==> config.mk <==
export PLATFORM = sky130hd
export DESIGN_NAME = ape_dec_sched
export DESIGN_NICKNAME = d
export VERILOG_FILES = /design/src/rtl/ape_dec_sched.sv
export SDC_FILE = /design/constraint.sdc
export NUM_CORES = 1
export LEC_CHECK = 0
export CAP_MARGIN = 20
export CORE_ASPECT_RATIO = 0.6
export CORE_MARGIN = 1
export CORE_UTILIZATION = 42
export CTS_CLUSTER_DIAMETER = 60
export DETAILED_ROUTE_END_ITERATION = 8
export PLACE_DENSITY = 0.85
export SLEW_MARGIN = 20
export SYNTH_ARGS = -nofsm -noshare
export SYNTH_HDL_FRONTEND = slang
export SYNTH_SLANG_ARGS = --single-unit
export TNS_END_PERCENT = 50
==> constraint.sdc <==
create_clock -name clk_2 -period 2.7 [get_ports clk_2]
set_input_delay 0.54 -clock clk_2 [delete_from_list [all_inputs] [get_ports clk_2]]
set_output_delay 0.54 -clock clk_2 [all_outputs]
set_load 0.1 [all_outputs]
==> src/rtl/ape_dec_sched.sv <==
// Two-requester burst scheduler feeding a single ciphertext decode register.
// Round-robin grant is locked per burst; bursts close on last or after MAX_BLK beats.
module ape_dec_sched #(
  parameter int unsigned MAX_BLK = 16
) (
  input  logic        clk_2,
  input  logic        rst_n,
  input  logic        req0_valid,
  input  logic [33:0] req0_data,
  input  logic        req0_last,
  output logic        req0_ready,
  input  logic        req1_valid,
  input  logic [33:0] req1_data,
  input  logic        req1_last,
  output logic        req1_ready,
  output logic        dec_valid,
  output logic [33:0] dec_data,
  input  logic        dec_ready,
  output logic [1:0]  grant,
  output logic        burst_done,
  output logic [7:0]  burst_cnt,
  output logic        burst_err
);

  typedef enum logic {IDLE, BUSY} state_e;

  state_e      state_q, state_d;
  logic [1:0]  grant_q, grant_d;
  logic        rr_q, rr_d;          // 1: req1 has priority on a tie
  logic [7:0]  cnt_q, cnt_d;
  logic        dv_q, dv_d;
  logic [33:0] dd_q, dd_d;
  logic        done_q, done_d;
  logic [7:0]  bcnt_q, bcnt_d;
  logic        err_q, err_d;

  logic        slot_free, rdy0, rdy1, accept, pick1, hit_max;
  logic        in_last;
  logic [33:0] in_data;
  logic [8:0]  cnt_inc;

  // The decode slot can take a beat if it is empty or drains this cycle.
  assign slot_free = !dv_q || dec_ready;
  assign rdy0      = (state_q == BUSY) && grant_q[0] && slot_free;
  assign rdy1      = (state_q == BUSY) && grant_q[1] && slot_free;
  assign accept    = (rdy0 && req0_valid) || (rdy1 && req1_valid);
  assign in_data   = grant_q[1] ? req1_data : req0_data;
  assign in_last   = grant_q[1] ? req1_last : req0_last;
  assign cnt_inc   = {1'b0, cnt_q} + 9'd1;
  assign hit_max   = (cnt_inc == 9'(MAX_BLK));
  assign pick1     = req1_valid && (!req0_valid || rr_q);

  always_comb begin
    state_d = state_q;
    grant_d = grant_q;
    rr_d    = rr_q;
    cnt_d   = cnt_q;
    dv_d    = dv_q;
    dd_d    = dd_q;
    done_d  = 1'b0;
    bcnt_d  = bcnt_q;
    err_d   = 1'b0;

    if (accept) begin
      dv_d = 1'b1;
      dd_d = in_data;
    end else if (dec_ready) begin
      dv_d = 1'b0;
    end

    case (state_q)
      IDLE: begin
        // Hold off a new owner until the previous burst's beat has left the slot.
        if ((req0_valid || req1_valid) && slot_free) begin
          state_d = BUSY;
          grant_d = pick1 ? 2'b10 : 2'b01;
          cnt_d   = 8'd0;
        end
      end
      BUSY: begin
        if (accept) begin
          cnt_d = cnt_inc[7:0];
          if (in_last || hit_max) begin
            state_d = IDLE;
            grant_d = 2'b00;
            rr_d    = grant_q[0];
            done_d  = 1'b1;
            bcnt_d  = cnt_inc[7:0];
            err_d   = !in_last;
          end
        end
      end
      default: state_d = IDLE;
    endcase
  end

  always_ff @(posedge clk_2) begin
    if (!rst_n) begin
      state_q <= IDLE;
      grant_q <= 2'b00;
      rr_q    <= 1'b0;
      cnt_q   <= 8'd0;
      dv_q    <= 1'b0;
      dd_q    <= 34'd0;
      done_q  <= 1'b0;
      bcnt_q  <= 8'd0;
      err_q   <= 1'b0;
    end else begin
      state_q <= state_d;
      grant_q <= grant_d;
      rr_q    <= rr_d;
      cnt_q   <= cnt_d;
      dv_q    <= dv_d;
      dd_q    <= dd_d;
      done_q  <= done_d;
      bcnt_q  <= bcnt_d;
      err_q   <= err_d;
    end
  end

  assign req0_ready = rdy0;
  assign req1_ready = rdy1;
  assign dec_valid  = dv_q;
  assign dec_data   = dd_q;
  assign grant      = grant_q;
  assign burst_done = done_q;
  assign burst_cnt  = bcnt_q;
  assign burst_err  = err_q;

endmodule

==> flow_summary.yaml <==
floorplan:
  dieWidth_um: 108
  num_rows: 22
  num_io_pins: 124
  die-area_sq_um: 7150
  initial_core_util_pct: 45.1
  fp.dieH_um: 65.9
  core_sq_um: 6330
job:
  maxCapViolations: 0
layout:
  area_delta_synth_final_pct: 52.2
  nNetsFinal: 497
  multiInputGateArea_sq_um: 1610
  final_area_sq_um: 4350
  seq_area_sq_um: 1140
  fill_cells: 496
  fin_cells: 508
  antenna_cells: 0
  layout-drive-gt1-share_pct: 19.3
sta:
  tightest_slew_ns: 0.721
  timing.slew.headroom_pct: 51.9
  fin_crit_sh_pct: 81.9
  period_needed_ns: 2.21
  finalHoldViolCount: 0
  finalWorstSetupSlack_ns: 0.488
  rsz0062_at_grt: "false"
  maxClockFrequency_mhz: 452
  fin_skew_ns: 0.00599
  setup_viol: 0
  setup_tns_ns: 0
  drv_slew: 0
clock_tree:
  path_clk_slew_ns: 0.05
  holdBufCountCts: 0
  post-cts-setup-buffer-count: 0
  cts_buffers: 9
  clockBufferDepth: 2
  clkSinkCount: 57
  clk_latency_ns: 0.31
  root_buffer: "clkbuf_16"
  cts_max_level: 3
  post_cts_resize_count: 0
  tritoncts: "built"
placement:
  postPlaceCellArea_sq_um: 4050
  dp_hpwl_mm: 5.73
  dp_slack_ns: 0.333
  io_buffer_count: 123
  dp.cells: 493
  gp_congestion: 0.926
yosys:
  ys_async_sr_fraction_pct: 0
  yosysSeqAreaShare_pct: 39.9
  syn_area_per_cell_sq_um: 9.43
  syn_inst: 303
  ys_types: 45
  synth_ff_type: "dfxtp_1"
  synth.cell_area_sq_um: 2860
  synth_nets: 380
  synth_edf_count: 0
  synth-seq-cells: 57
  ys_warn_count: 0
detailed_routing:
  drt-wirelength-per-cell_um: 15.2
  drt_iter0_drc: 117
  drcViolationCount: 0
  drtAntennaViolNets: 0
  firstDrtPassIters: 4
  viasPerCell: 5.35
  wl_mm: 7.72
  vias: 2716
global_routing:
  overflow: 0
  antenna_found_initial: 0
  grt_pass1_vias: 2511
  grt_pass1_wl_mm: 12.0
  grt_max_degree: 45
  track_usage_pct: 21.7
power_and_ir_drop:
  p_leak_nw: 2.14
  p_per_area_nw_per_um2: 669
  netSwitchingFraction_pct: 33.2
  power_frac_comb_pct: 29.5
  p_switching_uw: 968
  p_seq_share_pct: 32.6
  intPower_mw: 1.94
  clkPwrFrac_pct: 37.9
  vdd_ir_drop_max_uv: 401
outcome:
  status: "completed"
hold_path:
  hp-class: "reg2reg"
setup_path:
  required_ns: 2.94
  cp-end-kind: "register"
  cp.arrival_ns: 2.45
  worstPathMaxFanout: 11
  critical_path.startpoint_type: "register"
  critPathKind: "reg2reg"
metal layers:
| metal | up-vias | part of all wire (%) | GRT usage [%] |
|---|---|---|---|
| li1 | 1332 | - | - |
| met1 | 1252 | 47 | 28.5 |
| met2 | 126 | 42 | 33.2 |
| met3 | 6 | 9.8 | 7.68 |
| met4 | 0 | 0.62 | 6.25 |
| met5 | - | 0 | 0 |
power groups by stage:
| stage | Sequential [mW] | Combinational (mW) | Clock (mW) |
|---|---|---|---|
| 6_report | 0.950 | 0.857 | 1.10 |
| 5_1_grt | 0.956 | 0.895 | 1.18 |
| 4_1_cts | 0.949 | 0.859 | 1.13 |
| 3_5_place_dp | 0.965 | 0.857 | 0 |
| 3_3_place_gp | 0.962 | 0.850 | 0 |
| 2_1_floorplan | 1.31 | 0.248 | 0 |
layout make-up:
| type | instances | share of cell area (%) |
|---|---|---|
| Inverter | 2 | 0.173 |
| Timing Repair Buffer | 130 | 27.4 |
| Tap cell | 84 | 2.42 |
| Sequential cell | 57 | 26.3 |
| Clock buffer | 12 | 5.90 |
| Clock inverter | 3 | 0.920 |
| Multi-Input combinational cell | 220 | 36.9 |
synthesized netlist by cell type (2+ instances only):
| cell | n | share of area, % |
|---|---|---|
| clkbuf_1 | 9 | 1.2 |
| buf_1 | 7 | 0.92 |
| nand2b_1 | 3 | 0.66 |
| ha_1 | 2 | 0.88 |
| buf_2 | 7 | 1.2 |
| and2_1 | 5 | 1.1 |
| or3_1 | 3 | 0.66 |
| nand3_1 | 3 | 0.53 |
| o21ai_1 | 2 | 0.35 |
| xor2_1 | 3 | 0.92 |
| nor3_1 | 4 | 0.70 |
| nand4_1 | 2 | 0.44 |
| o31ai_1 | 2 | 0.53 |
| nand2_1 | 55 | 7.2 |
| dfxtp_1 | 57 | 40 |
| and4b_4 | 2 | 0.96 |
| a21boi_1 | 5 | 1.3 |
| o21ai_0 | 8 | 1.4 |
| nor2_1 | 8 | 1.1 |
| a21boi_0 | 2 | 0.53 |
| inv_1 | 2 | 0.26 |
| mux2i_1 | 41 | 14 |
| nand3b_1 | 3 | 0.79 |
| a21oi_1 | 6 | 1.1 |
| o211a_1 | 34 | 12 |
| xnor2_1 | 3 | 0.92 |
| nor2b_1 | 4 | 0.88 |
| and3_1 | 3 | 0.66 |
| o41ai_1 | 2 | 0.61 |
path summary, 6_finish.rpt:
| kind | start | end | slack (ns) | depth (start not counted) |
|---|---|---|---|---|
| setup / recovery | cnt_q[1] | burst_cnt[3] | 0.49 | 5 |
| hold / removal | burst_cnt[6] | burst_cnt[6] | 0.46 | 2 |
| setup reg to reg | cnt_q[1] | burst_cnt[3] | 0.49 | 5 |
| hold reg to reg | burst_cnt[6] | burst_cnt[6] | 0.46 | 2 |
metrics by stage:
| step | total power [mW] | hold slack [ns] | util (%) |
|---|---|---|---|
| 3_3_place_gp | 1.81 | 0.449 | 64.0 |
| 2_1_floorplan | 1.56 | 0.455 | - |
| 4_1_cts | 2.93 | 0.466 | 68.7 |
| 6_report | 2.91 | 0.464 | 68.7 |
| 3_5_place_dp | 1.82 | 0.460 | 64.0 |
| 5_1_grt | 3.03 | 0.485 | 68.7 |
critical path, cell delays in order (launching register included):
cell     delay, ns
dfxtp_1       0.44
ha_1          0.45
and4b_4       0.28
o311a_4       0.38
a21oi_4       0.34
mux2i_1       0.24
cells in the final DEF (no fill, tap or decap), types with 4 or more instances in the layout:
master,synthesis,final
mux2i_1,41,41
nor2_1,8,8
nor3_1,4,4
clkbuf_16,0,9
a21oi_1,6,6
clkdlybuf4s50_1,0,73
buf_4,0,53
nand2_1,55,55
nor2b_1,4,4
dfxtp_1,57,56
o21ai_0,8,8
a21boi_1,5,5
o211a_1,34,34
and2_1,5,5
state kept, by name, summed over array words and instances (netlist names), 2 cells and up:
name,flops
cnt_q,8
dec_data,34
burst_cnt,8
grant,2
cell families (layout without fill, tap and decap cells):
| kind of cell | count (synthesis) | after routing | share of synthesized area [%] |
|---|---|---|---|
| adder cells (fa/ha/maj) | 2 | 2 | 0.876 |
| AO/OA/AOI/OAI | 72 | 72 | 21.8 |
| buffers and inverters | 26 | 147 | 3.98 |
| XOR/XNOR | 6 | 6 | 1.84 |
| AND/OR/NAND/NOR | 98 | 98 | 16.8 |
| flip-flops | 57 | 57 | 39.9 |
| multiplexers | 42 | 42 | 14.8 |
Note: power is estimated with default switching activity, not from simulation.
